### src/rtl/gpu_command_queue.sv
// Command FIFO between the APB decoder and the GPU engine: issues one command at a time and
// waits for its done pulse. Define GPU_CMDQ_TIMEOUT_EN to add a WAIT_DONE watchdog.
module gpu_command_queue #(
    parameter int unsigned DEPTH          = 8,
    parameter int unsigned TIMEOUT_CYCLES = 1024
) (
    input  logic                     clk,
    input  logic                     rst,
    input  logic                     command_i,
    input  logic [3:0]               opcode_i,
    input  logic [24:0]              parameters_i,
    output logic                     exec_valid_o,
    output logic [3:0]               exec_opcode_o,
    output logic [24:0]              exec_params_o,
    input  logic                     exec_ready_i,
    input  logic                     exec_done_i,
    output logic [$clog2(DEPTH):0]   fifo_count_o,
    output logic                     full_o,
    output logic                     empty_o,
    output logic                     overflow_o,
    input  logic                     overflow_clr_i,
    output logic                     timeout_o
);

    localparam int unsigned PtrW = $clog2(DEPTH);
    localparam int unsigned CntW = PtrW + 1;

    typedef enum logic [1:0] {StIdle, StIssue, StWaitDone} state_e;

    if (DEPTH < 2 || (DEPTH & (DEPTH - 1)) != 0 || TIMEOUT_CYCLES < 1) begin : g_param_check
        $error("gpu_command_queue: DEPTH must be a power of two >= 2, TIMEOUT_CYCLES >= 1");
    end

    state_e            state_q, state_d;
    logic [28:0]       mem_q [DEPTH];
    logic [PtrW-1:0]   wr_ptr_q, rd_ptr_q;
    logic [CntW-1:0]   count_q, count_d;
    logic              overflow_q;
    logic              is_full, is_empty;
    logic              push_req, push, pop, overflow_set;
    logic              wd_expire;

    assign is_full  = (count_q == CntW'(DEPTH));
    assign is_empty = (count_q == '0);

    // NOP strobes never reach the queue; a full queue still accepts when the head leaves.
    assign push_req     = command_i && (opcode_i != 4'h0);
    assign pop          = (state_q == StIssue) && exec_ready_i;
    assign push         = push_req && (!is_full || pop);
    assign overflow_set = push_req && is_full && !pop;

    always_ff @(posedge clk) begin
        if (push) begin
            mem_q[wr_ptr_q] <= {opcode_i, parameters_i};
        end
    end

    always_comb begin
        count_d = count_q;
        unique case ({push, pop})
            2'b10:   count_d = count_q + CntW'(1);
            2'b01:   count_d = count_q - CntW'(1);
            default: count_d = count_q;
        endcase
    end

    always_ff @(posedge clk) begin
        if (rst) begin
            wr_ptr_q   <= '0;
            rd_ptr_q   <= '0;
            count_q    <= '0;
            overflow_q <= 1'b0;
        end else begin
            if (push) begin
                wr_ptr_q <= wr_ptr_q + PtrW'(1);
            end
            if (pop) begin
                rd_ptr_q <= rd_ptr_q + PtrW'(1);
            end
            count_q <= count_d;
            if (overflow_set) begin
                overflow_q <= 1'b1;
            end else if (overflow_clr_i) begin
                overflow_q <= 1'b0;
            end
        end
    end

    always_comb begin
        state_d = state_q;
        unique case (state_q)
            StIdle: begin
                if (!is_empty) begin
                    state_d = StIssue;
                end
            end
            StIssue: begin
                if (exec_ready_i) begin
                    state_d = StWaitDone;
                end
            end
            StWaitDone: begin
                if (exec_done_i || wd_expire) begin
                    state_d = StIdle;
                end
            end
            default: state_d = StIdle;
        endcase
    end

    always_ff @(posedge clk) begin
        if (rst) begin
            state_q <= StIdle;
        end else begin
            state_q <= state_d;
        end
    end

`ifdef GPU_CMDQ_TIMEOUT_EN
    localparam int unsigned ToW = $clog2(TIMEOUT_CYCLES + 1);

    logic [ToW-1:0] wd_cnt_q;
    logic           timeout_q;

    // Counter is held at zero outside WAIT_DONE, so every entry starts a fresh window.
    assign wd_expire = (state_q == StWaitDone) && !exec_done_i &&
                       (wd_cnt_q == ToW'(TIMEOUT_CYCLES - 1));

    always_ff @(posedge clk) begin
        if (rst) begin
            wd_cnt_q  <= '0;
            timeout_q <= 1'b0;
        end else begin
            if (state_q != StWaitDone) begin
                wd_cnt_q <= '0;
            end else begin
                wd_cnt_q <= wd_cnt_q + ToW'(1);
            end
            if (wd_expire) begin
                timeout_q <= 1'b1;
            end
        end
    end

    assign timeout_o = timeout_q;
`else
    assign wd_expire = 1'b0;
    assign timeout_o = 1'b0;
`endif

    // Head data is forced to zero while not issuing so the unreset storage never shows.
    assign exec_valid_o  = (state_q == StIssue);
    assign exec_opcode_o = exec_valid_o ? mem_q[rd_ptr_q][28:25] : 4'h0;
    assign exec_params_o = exec_valid_o ? mem_q[rd_ptr_q][24:0] : 25'h0;
    assign fifo_count_o  = count_q;
    assign full_o        = is_full;
    assign empty_o       = is_empty;
    assign overflow_o    = overflow_q;

`ifndef SYNTHESIS
    a_issue_stable: assert property (@(posedge clk) disable iff (rst)
        exec_valid_o && !exec_ready_i |=> exec_valid_o && $stable(exec_opcode_o) &&
                                          $stable(exec_params_o));
    a_count_bound: assert property (@(posedge clk) disable iff (rst) count_q <= CntW'(DEPTH));
`endif

endmodule
### config.mk
export PLATFORM = sky130hd
export DESIGN_NAME = gpu_command_queue
export DESIGN_NICKNAME = d
export VERILOG_FILES = /design/src/rtl/gpu_command_queue.sv
export SDC_FILE = /design/constraint.sdc
export NUM_CORES = 1
export LEC_CHECK = 0
export CAP_MARGIN = 10
export CORE_ASPECT_RATIO = 1.4
export CORE_MARGIN = 3
export CORE_UTILIZATION = 36
export DETAILED_ROUTE_END_ITERATION = 12
export RECOVER_POWER = 100
export SETUP_SLACK_MARGIN = 0.15
export SLEW_MARGIN = 40
export SYNTH_ARGS = -nofsm -noshare
export SYNTH_HDL_FRONTEND = slang
export SYNTH_SLANG_ARGS = --single-unit
export TNS_END_PERCENT = 20
### constraint.sdc
create_clock -name clk -period 7.2 [get_ports clk]
set_input_delay 2.16 -clock clk [delete_from_list [all_inputs] [get_ports clk]]
set_output_delay 2.16 -clock clk [all_outputs]
set_load 0.01 [all_outputs]
### Yosys cells after proc, flatten, opt, wreduce, memory -nomap -nowiden

Memories as Yosys holds them, arrays and structs flattened. A register that Yosys moved wholly into a read port is not among the register bits.
Index checks and enable logic that the tools add are counted.

| operators by class | value |
|---|---|
| add/sub/neg operators | 4 |
| equal/unequal tests | 8 |
| muxes and demuxes | 13 |
| reduce and logical (&&, ||, !) cells | 14 |

Operators by type and width:

| operator | number |
|---|---|
| $mux W25 | 1 |
| $pmux W4 S2 | 1 |
| $add A3 B1 Y3 const B | 2 |
| $mux W2 | 3 |
| $mux W3 | 2 |
| $pmux W2 S3 | 1 |
| $logic_and A1 B1 Y1 | 5 |
| $add A4 B1 Y4 const B | 1 |
| $eq A2 B1 Y1 const B | 2 |
| $eq A2 B2 Y1 const B | 2 |
| $eq A4 B4 Y1 const B | 1 |
| $logic_not A4 Y1 | 1 |
| $mux W1 | 4 |
| $mux W4 | 1 |
| $ne A2 B2 Y1 const B | 2 |
| $reduce_bool A2 Y1 | 2 |
| $reduce_bool A4 Y1 | 1 |
| $sub A4 B1 Y4 const B | 1 |
| $reduce_and A3 Y1 | 1 |
| $logic_not A1 Y1 | 2 |
| $logic_not A2 Y1 | 1 |
| $ne A2 B1 Y1 const B | 1 |
| $logic_or A1 B1 Y1 | 1 |

| storage, ports and cells | value |
|---|---|
| register bits | 13 |
| RAM bits | 232 |
| input bits | 35 |
| output and inout bits | 38 |
| word-level logic and storage cells | 45 |
| memories kept | 1 |

Memory list:

| name | words | bits a word | rd ports | clocked after Yosys merged registers in | wr ports | line | text |
|---|---|---|---|---|---|---|---|
| mem_q | 8 | 29 | 1 | 1 | 1 | 35 | `logic [28:0] mem_q [DEPTH];` |

### Depth between registers and ports, before layout

Gate-level depths: netlist of the first run.

| depth | value |
|---|---|
| word-level depth | 6 |
| depth in mapped cells | 7 |

### Least setup slack after synthesis of the first run

No wires, ideal clock.

| timing path | value |
|---|---|
| path kind | in2reg |
| from | in exec_ready_i |
| to | mem mem_q[0][0], enable pin |
| library setup time | 0.488 ns |
| data arrival time | 5.345 ns |
| path slack | 1.367 ns |
| cell stages on the path | 4 |
| buffers on the path | 0 |
| path through | nand3b_2 > nand2_1 > nand2_1 > nor4_1 |

| on the way | value |
|---|---|
| cells in the longest elaborated chain, start to end | 5 |

Ends and longest elaborated chain:

| what | line | text |
|---|---|---|
| start, declared | 15 | `input logic exec_ready_i,` |
| $logic_and A1 B1 Y1 | 48 | `assign pop = (state_q == StIssue) && exec_ready_i;` |
| $logic_or A1 B1 Y1 | 49 | `assign push = push_req && (!is_full \|\| pop);` |
| $logic_and A1 B1 Y1 | 49 |  |
| $mux W1 | 53 | `if (push) begin` |
| $mux W1 (implied by the code) | 54 | `mem_q[wr_ptr_q] <= {opcode_i, parameters_i};` |
| end, declared | 35 |  |

No other way between the ends.

### Final worst setup path of the first run

| timing path | value |
|---|---|
| from | in opcode_i[1] |
| to | mem mem_q[4][19], enable pin |

| on the way | value |
|---|---|
| cells in the longest elaborated chain, start to end | 5 |

Ends and longest elaborated chain:

| what | line | text |
|---|---|---|
| start, declared | 10 | `input logic [3:0] opcode_i,` |
| $reduce_bool A4 Y1 | 47 | `assign push_req = command_i && (opcode_i != 4'h0);` |
| $logic_and A1 B1 Y1 | 47 |  |
| $logic_and A1 B1 Y1 | 49 |  |
| $mux W1 | 53 |  |
| $mux W1 (implied by the code) | 54 |  |

No other way between the ends.

==> results.json, run 1 <==
{
  "min_to": "state_q[0]",
  "die-height_um": 199.6,
  "min_from": "state_q[1]",
  "postCtsSetupBuffers": 0,
  "rr_worst_depth": 5,
  "rows": 70,
  "met2_usage_pct": 23.73,
  "post-route-drc-count": 0,
  "gr-total-overflow": 0,
  "ys_seq_area_share_pct": 75.63,
  "crit_fanout": 21,
  "syn2layout_area_growth_pct": 19.31,
  "synth_edf_count": 232,
  "tightest_slew_ns": 1.929,
  "power_density_nw_per_um2": 290.2,
  "dp_hpwl_um": 11710,
  "busiest_layer": "met2",
  "clk_path_buf_depth": 3,
  "first_pass_iters": 4,
  "r2r_start": "state_q[1]",
  "layout_common_cells": "232 x edfxtp_1, 66 x dlygate4sd3_1, 58 x mux4_2",
  "worstSetupPathType": "primary input to flop",
  "gp_congestion": 0.7108,
  "place_inst": 855,
  "diodes": 0,
  "fin_hold_ws_ns": 0.5102,
  "period_share_pct": 80.23,
  "synth-main-ff-cell": "edfxtp_1",
  "r2r-end": "mem_q[4][19]",
  "viasPerCell": 5.082,
  "die_width_um": 144.3,
  "ios": 73,
  "final_common_cell": "edfxtp_1",
  "async_reset_ff_share_pct": 0,
  "fin_util_pct": 43.75,
  "leakagePower_nw": 3.604,
  "grtUsageTotal_pct": 13.41,
  "min_path_type": "flop to flop",
  "grt_start_max_net_pins": 39,
  "syn_inst": 466,
  "ir_drop_v": 0.0001570,
  "path_clk_slew_ns": 0.07,
  "netlist_area_um2": 9635,
  "fin_crit_ns": 5.777,
  "endpoint_kind": "flop",
  "fin_tns_setup_ns": 0,
  "dp_slack_ns": 1.936,
  "cts_resized": 0,
  "postPlaceCellArea_um2": 10910,
  "cp.arrival_ns": 5.88,
  "cts_tree": "yes",
  "initial_utilization_pct": 36.67,
  "gr-usage-met1_pct": 16.73,
  "startpoint_type": "primary input",
  "stdcell_count": 897,
  "setup_ws_ns": 1.423,
  "max_cap_violations": 7,
  "ys_seq_elements": 248,
  "timing.fmax_mhz": 173.1,
  "rsz0062_at_grt": "no",
  "drive_gt1_share_pct": 18.15,
  "final_area_um2": 11500,
  "wl_per_cell_um": 21.23,
  "synthesis.nets": 506,
  "setup_viol": 0,
  "drt_first_iter_violations": 409,
  "met3_usage_pct": 2.562,
  "htree_levels": 1,
  "synth_area_per_cell_um2": 20.68,
  "routed_wirelength_um": 19040,
  "hold_viol": 0,
  "io_buffers": 71,
  "clkLatencyLatePin_ns": 0.51,
  "hold_depth": 1,
  "grt_first_pass_wirelength_um": 29250,
  "final_antenna_net_count": 0,
  "nets": 597,
  "violations": "max-capacitance violations, max-slew violations",
  "via_count": 4559,
  "total_power_mw": 3.336,
  "rrSetupSlack_ns": 3.31,
  "cts_hold_buf": 0,
  "fill_cells": 2258,
  "yosysWarnings": 0,
  "clock-sinks": 248,
  "cts_buffers": 23,
  "dieArea_um2": 28790,
  "grt_pass1_vias": 5006,
  "slew_viol_final": 116,
  "grt_antenna_before_repair": 2,
  "finClkSkew_ns": 0.01746,
  "outcome": "complete, but fails checks",
  "critical_path_required_ns": 7.30,
  "slew_headroom_pct": -29.61,
  "core_um2": 26280,
  "root_buffer": "clkbuf_16",
  "ys_types": 37
}
==> Yosys cell counts, types with 2 or more instances <==
library cell | number | area, µm²
xnor2_1 | 4 | 35.03
nand3_1 | 2 | 10.01
nand2b_1 | 4 | 25.02
buf_1 | 4 | 15.01
edfxtp_1 | 232 | 6967
nor3_1 | 5 | 25.02
o41ai_1 | 2 | 17.52
nand2_1 | 9 | 33.78
clkbuf_1 | 8 | 30.03
buf_2 | 8 | 40.04
ha_1 | 4 | 50.05
o21ai_0 | 3 | 15.01
a21oi_1 | 7 | 35.03
a211oi_1 | 2 | 15.01
dfxtp_1 | 16 | 320.3
nor4_1 | 2 | 12.51
nor2_1 | 40 | 150.1
mux2i_1 | 31 | 310.3
mux4_2 | 58 | 1306
inv_1 | 8 | 30.03
==> how the worst max path moves through the flow <==
stage,start,slack (ns),to,cells past startpoint
after floorplan,exec_ready_i,1.37,mem_q[0][0],4
after global placement,opcode_i[3],2.10,mem_q[4][20],6
after global routing,opcode_i[1],1.08,mem_q[0][7],5
final,opcode_i[1],1.42,mem_q[4][19],6
after CTS,flop,1.61,exec_params_o[12],5
after detailed placement,opcode_i[1],1.94,mem_q[4][11],6
==> flip-flops by register name (all words and copies together), names as in the netlist, named ones only <==
register	flops
mem_q	232
overflow_o	1
state_q	2
rd_ptr_q	3
fifo_count_o	4
wr_ptr_q	3
==> cell families (layout without fill, tap and decap cells) <==
family | after synthesis | after routing | share of synthesized area (%)
xor gates and xnor gates | 5 | 5 | 0.4545
other | 1 | 1 | 0.03892
buffers and inverters | 30 | 137 | 1.389
adders and majority gates | 5 | 5 | 0.7272
and+or+nand+nor | 70 | 70 | 3.636
DFF | 248 | 248 | 75.63
muxes | 89 | 89 | 16.78
AOI/OAI and AO/OA | 18 | 18 | 1.350
==> final cells by class <==
cell class                      instances  area [µm²]  area share (%)
Tap cell                              324       405.4           3.526
Sequential cell                       248        7298           63.49
Multi-Input combinational cell        188        2175           18.92
Clock inverter                         15       192.7           1.676
Timing Repair Buffer                   88       798.3           6.944
Clock buffer                           26       596.8           5.192
Inverter                                8       30.03          0.2612
==> per-layer routing <==
layer  share of wire [%]  wire length [µm]  vias to the layer above
li1                    -                 -                     2078
met1                  41              7767                     2356
met2                  53             10100                       99
met3                 3.9               748                       24
met4                 2.2               415                        2
met5               0.047                 9                        -
==> worst max-delay path: stages <==
cell           delay, ns
dlygate4sd3_1       0.72
o41ai_1             0.20
a21oi_1             0.32
nand2_1             0.17
nor3_1              1.19
clkbuf_1            1.11
==> power breakdown <==
part           internal (mW)  switching [mW]
clock network          0.745           0.513
registers               1.63          0.0315
logic                  0.205           0.209
Note: power is estimated with default switching activity, not from simulation.
==> run 2, diff against run 1 <==
==> constraint.sdc (replaced) <==
create_clock -name clk -period 4.8 [get_ports clk]
set_input_delay 1.44 -clock clk [delete_from_list [all_inputs] [get_ports clk]]
set_output_delay 1.44 -clock clk [all_outputs]
set_load 0.01 [all_outputs]
==> run 2 against run 1 <==
Against the previous run:
- the run still ends with max-capacitance violations, max-slew violations left
- utilization about the same
- sequential power rose by 50%
- sequential share of layout area about the same
- clock skew is 0.0087 ns lower
- critical endpoint is now exec_params_o[24]
==> results.json, run 2 (synthesis results as in run 1) <==
{
  "path_delay_family": "buffers and inverters",
  "violations": "max-capacitance violations, max-slew violations",
  "first_pass_iters": 4,
  "drt_first_iter_violations": 353,
  "grt_pass1_vias": 5053,
  "fin_util_pct": 43.72,
  "grt_antenna_before_repair": 0,
  "fin_tns_setup_ns": 0,
  "diodes": 0,
  "largest-register": "mem_q",
  "final_antenna_net_count": 0,
  "setup_ws_ns": 0.3951,
  "cts_tree": "yes",
  "period_share_pct": 91.77,
  "post-route-drc-count": 0,
  "io_buffers": 71,
  "crit_fanout": 25,
  "rsz0062_at_grt": "no",
  "layout_common_cells": "232 x edfxtp_1, 58 x mux4_2, 58 x dlygate4sd3_1",
  "dp_slack_ns": 0.6434,
  "die-height_um": 199.6,
  "endpoint_kind": "output port",
  "grt_first_pass_wirelength_um": 29590,
  "dieArea_um2": 28790,
  "leakagePower_nw": 3.603,
  "fin_crit_ns": 4.405,
  "rrSetupSlack_ns": 1.68,
  "cts_buffers": 24,
  "fill_cells": 2265,
  "max_cap_violations": 5,
  "via_count": 4600,
  "rows": 70,
  "cp-endpoint": "exec_params_o[24]",
  "clock-sinks": 248,
  "rr_worst_depth": 5,
  "slew_viol_final": 88,
  "largest_register_ffs": 232,
  "die_width_um": 144.3,
  "grt_start_max_net_pins": 59,
  "gr-total-overflow": 0,
  "timing.critical_path.buf_inv": 2,
  "viasPerCell": 5.111,
  "setup_viol": 0,
  "final_area_um2": 11490,
  "nets": 599,
  "htree_levels": 1,
  "total_power_mw": 4.938,
  "gp_congestion": 0.7211,
  "multiInputGateArea_um2": 2175,
  "r2r_start": "state_q[1]",
  "grtUsageTotal_pct": 13.50,
  "hold_viol": 0,
  "crit_cells": 5,
  "ios": 73,
  "worstSetupPathType": "flop to output port",
  "finClkSkew_ns": 0.008714,
  "wl_per_cell_um": 21.25,
  "cts_resized": 0,
  "cp.arrival_ns": 2.96,
  "slew_headroom_pct": -5.437,
  "root_buffer": "clkbuf_16",
  "slowest_delay_ns": 0.68,
  "r2r-end": "mem_q[6][23]",
  "clk_path_buf_depth": 3,
  "startpoint_type": "flop",
  "clkLatencyLatePin_ns": 0.51,
  "tightest_slew_ns": 1.582,
  "postCtsSetupBuffers": 0,
  "cts_hold_buf": 0,
  "min_path_type": "flop to flop",
  "timing.fmax_mhz": 227.0,
  "drive_gt1_share_pct": 18.23,
  "postPlaceCellArea_um2": 10870,
  "place_inst": 857,
  "path_clk_slew_ns": 0.07,
  "fin_hold_ws_ns": 0.4851,
  "outcome": "complete, but fails checks",
  "final_common_cell": "edfxtp_1",
  "cp_slowest_cell": "dfxtp_4",
  "dp_hpwl_um": 11710,
  "routed_wirelength_um": 19130,
  "critical_path_required_ns": 3.36,
  "ir_drop_v": 0.0002568,
  "path_cells": "clkbuf_2 -> mux4_2 -> mux2i_1 -> nor2_1 -> dlygate4sd3_1",
  "initial_utilization_pct": 36.67,
  "stdcell_count": 900,
  "core_um2": 26280,
  "syn2layout_area_growth_pct": 19.22,
  "seqCellArea_um2": 7293,
  "power_density_nw_per_um2": 429.9
}
[run 2: cell types whose count changed in the layout (fill, tap and decap cells not counted), moves of 2 or more]
cell             change
dlygate4sd3_1        -8
clkbuf_16            +2
dfxtp_4              -2
bufinv_16            -2
inv_6                -2
clkdlybuf4s50_1      +8
clkinvlp_4           -3
clkbuf_2             +5
dfxtp_2              +2
clkinv_1             +7
clkbuf_1             -5
[run 2: where the power goes]
| group | leakage [nW] | internal (mW) | switching, mW |
|---|---|---|---|
| registers | 2.24 | 2.45 | 0.0545 |
| logic | 0.993 | 0.313 | 0.310 |
| clock network | 0.372 | 1.05 | 0.757 |
| total | 3.60 | 3.82 | 1.12 |
[run 2: final cells by class]
| cell class | count | share of cell area, % |
|---|---|---|
| Timing Repair Buffer | 89 | 7.211 |
| Multi-Input combinational cell | 188 | 18.93 |
| Tap cell | 324 | 3.529 |
| Clock inverter | 15 | 1.035 |
| Sequential cell | 248 | 63.49 |
| Clock buffer | 28 | 5.544 |
| Inverter | 8 | 0.2614 |
[run 2: tightest hold or removal path: stages (launching register included)]
cell,delay (ns)
dfxtp_1,0.32
nand2_1,0.05
a21oi_1,0.07
[run 2: worst min path at each step]
stage	from	endpoint	slack, ns	cells after the start
5_1_grt	rd_ptr_q[1]	flop	0.51	2
6_report	rd_ptr_q[1]	flop	0.49	2
3_3_place_gp	rd_ptr_q[1]	flop	0.46	2
3_5_place_dp	rd_ptr_q[1]	flop	0.47	2
2_1_floorplan	state_q[1]	state_q[0]	0.45	1
4_1_cts	rd_ptr_q[1]	flop	0.48	2
[run 2: routing by layer]
layer	track usage [%]	vias to the layer above	wire, µm
met3	2.083	26	771
met4	3.595	0	335
met2	23.85	109	10030
met5	0	-	0
met1	17.39	2384	7986
li1	-	2081	-
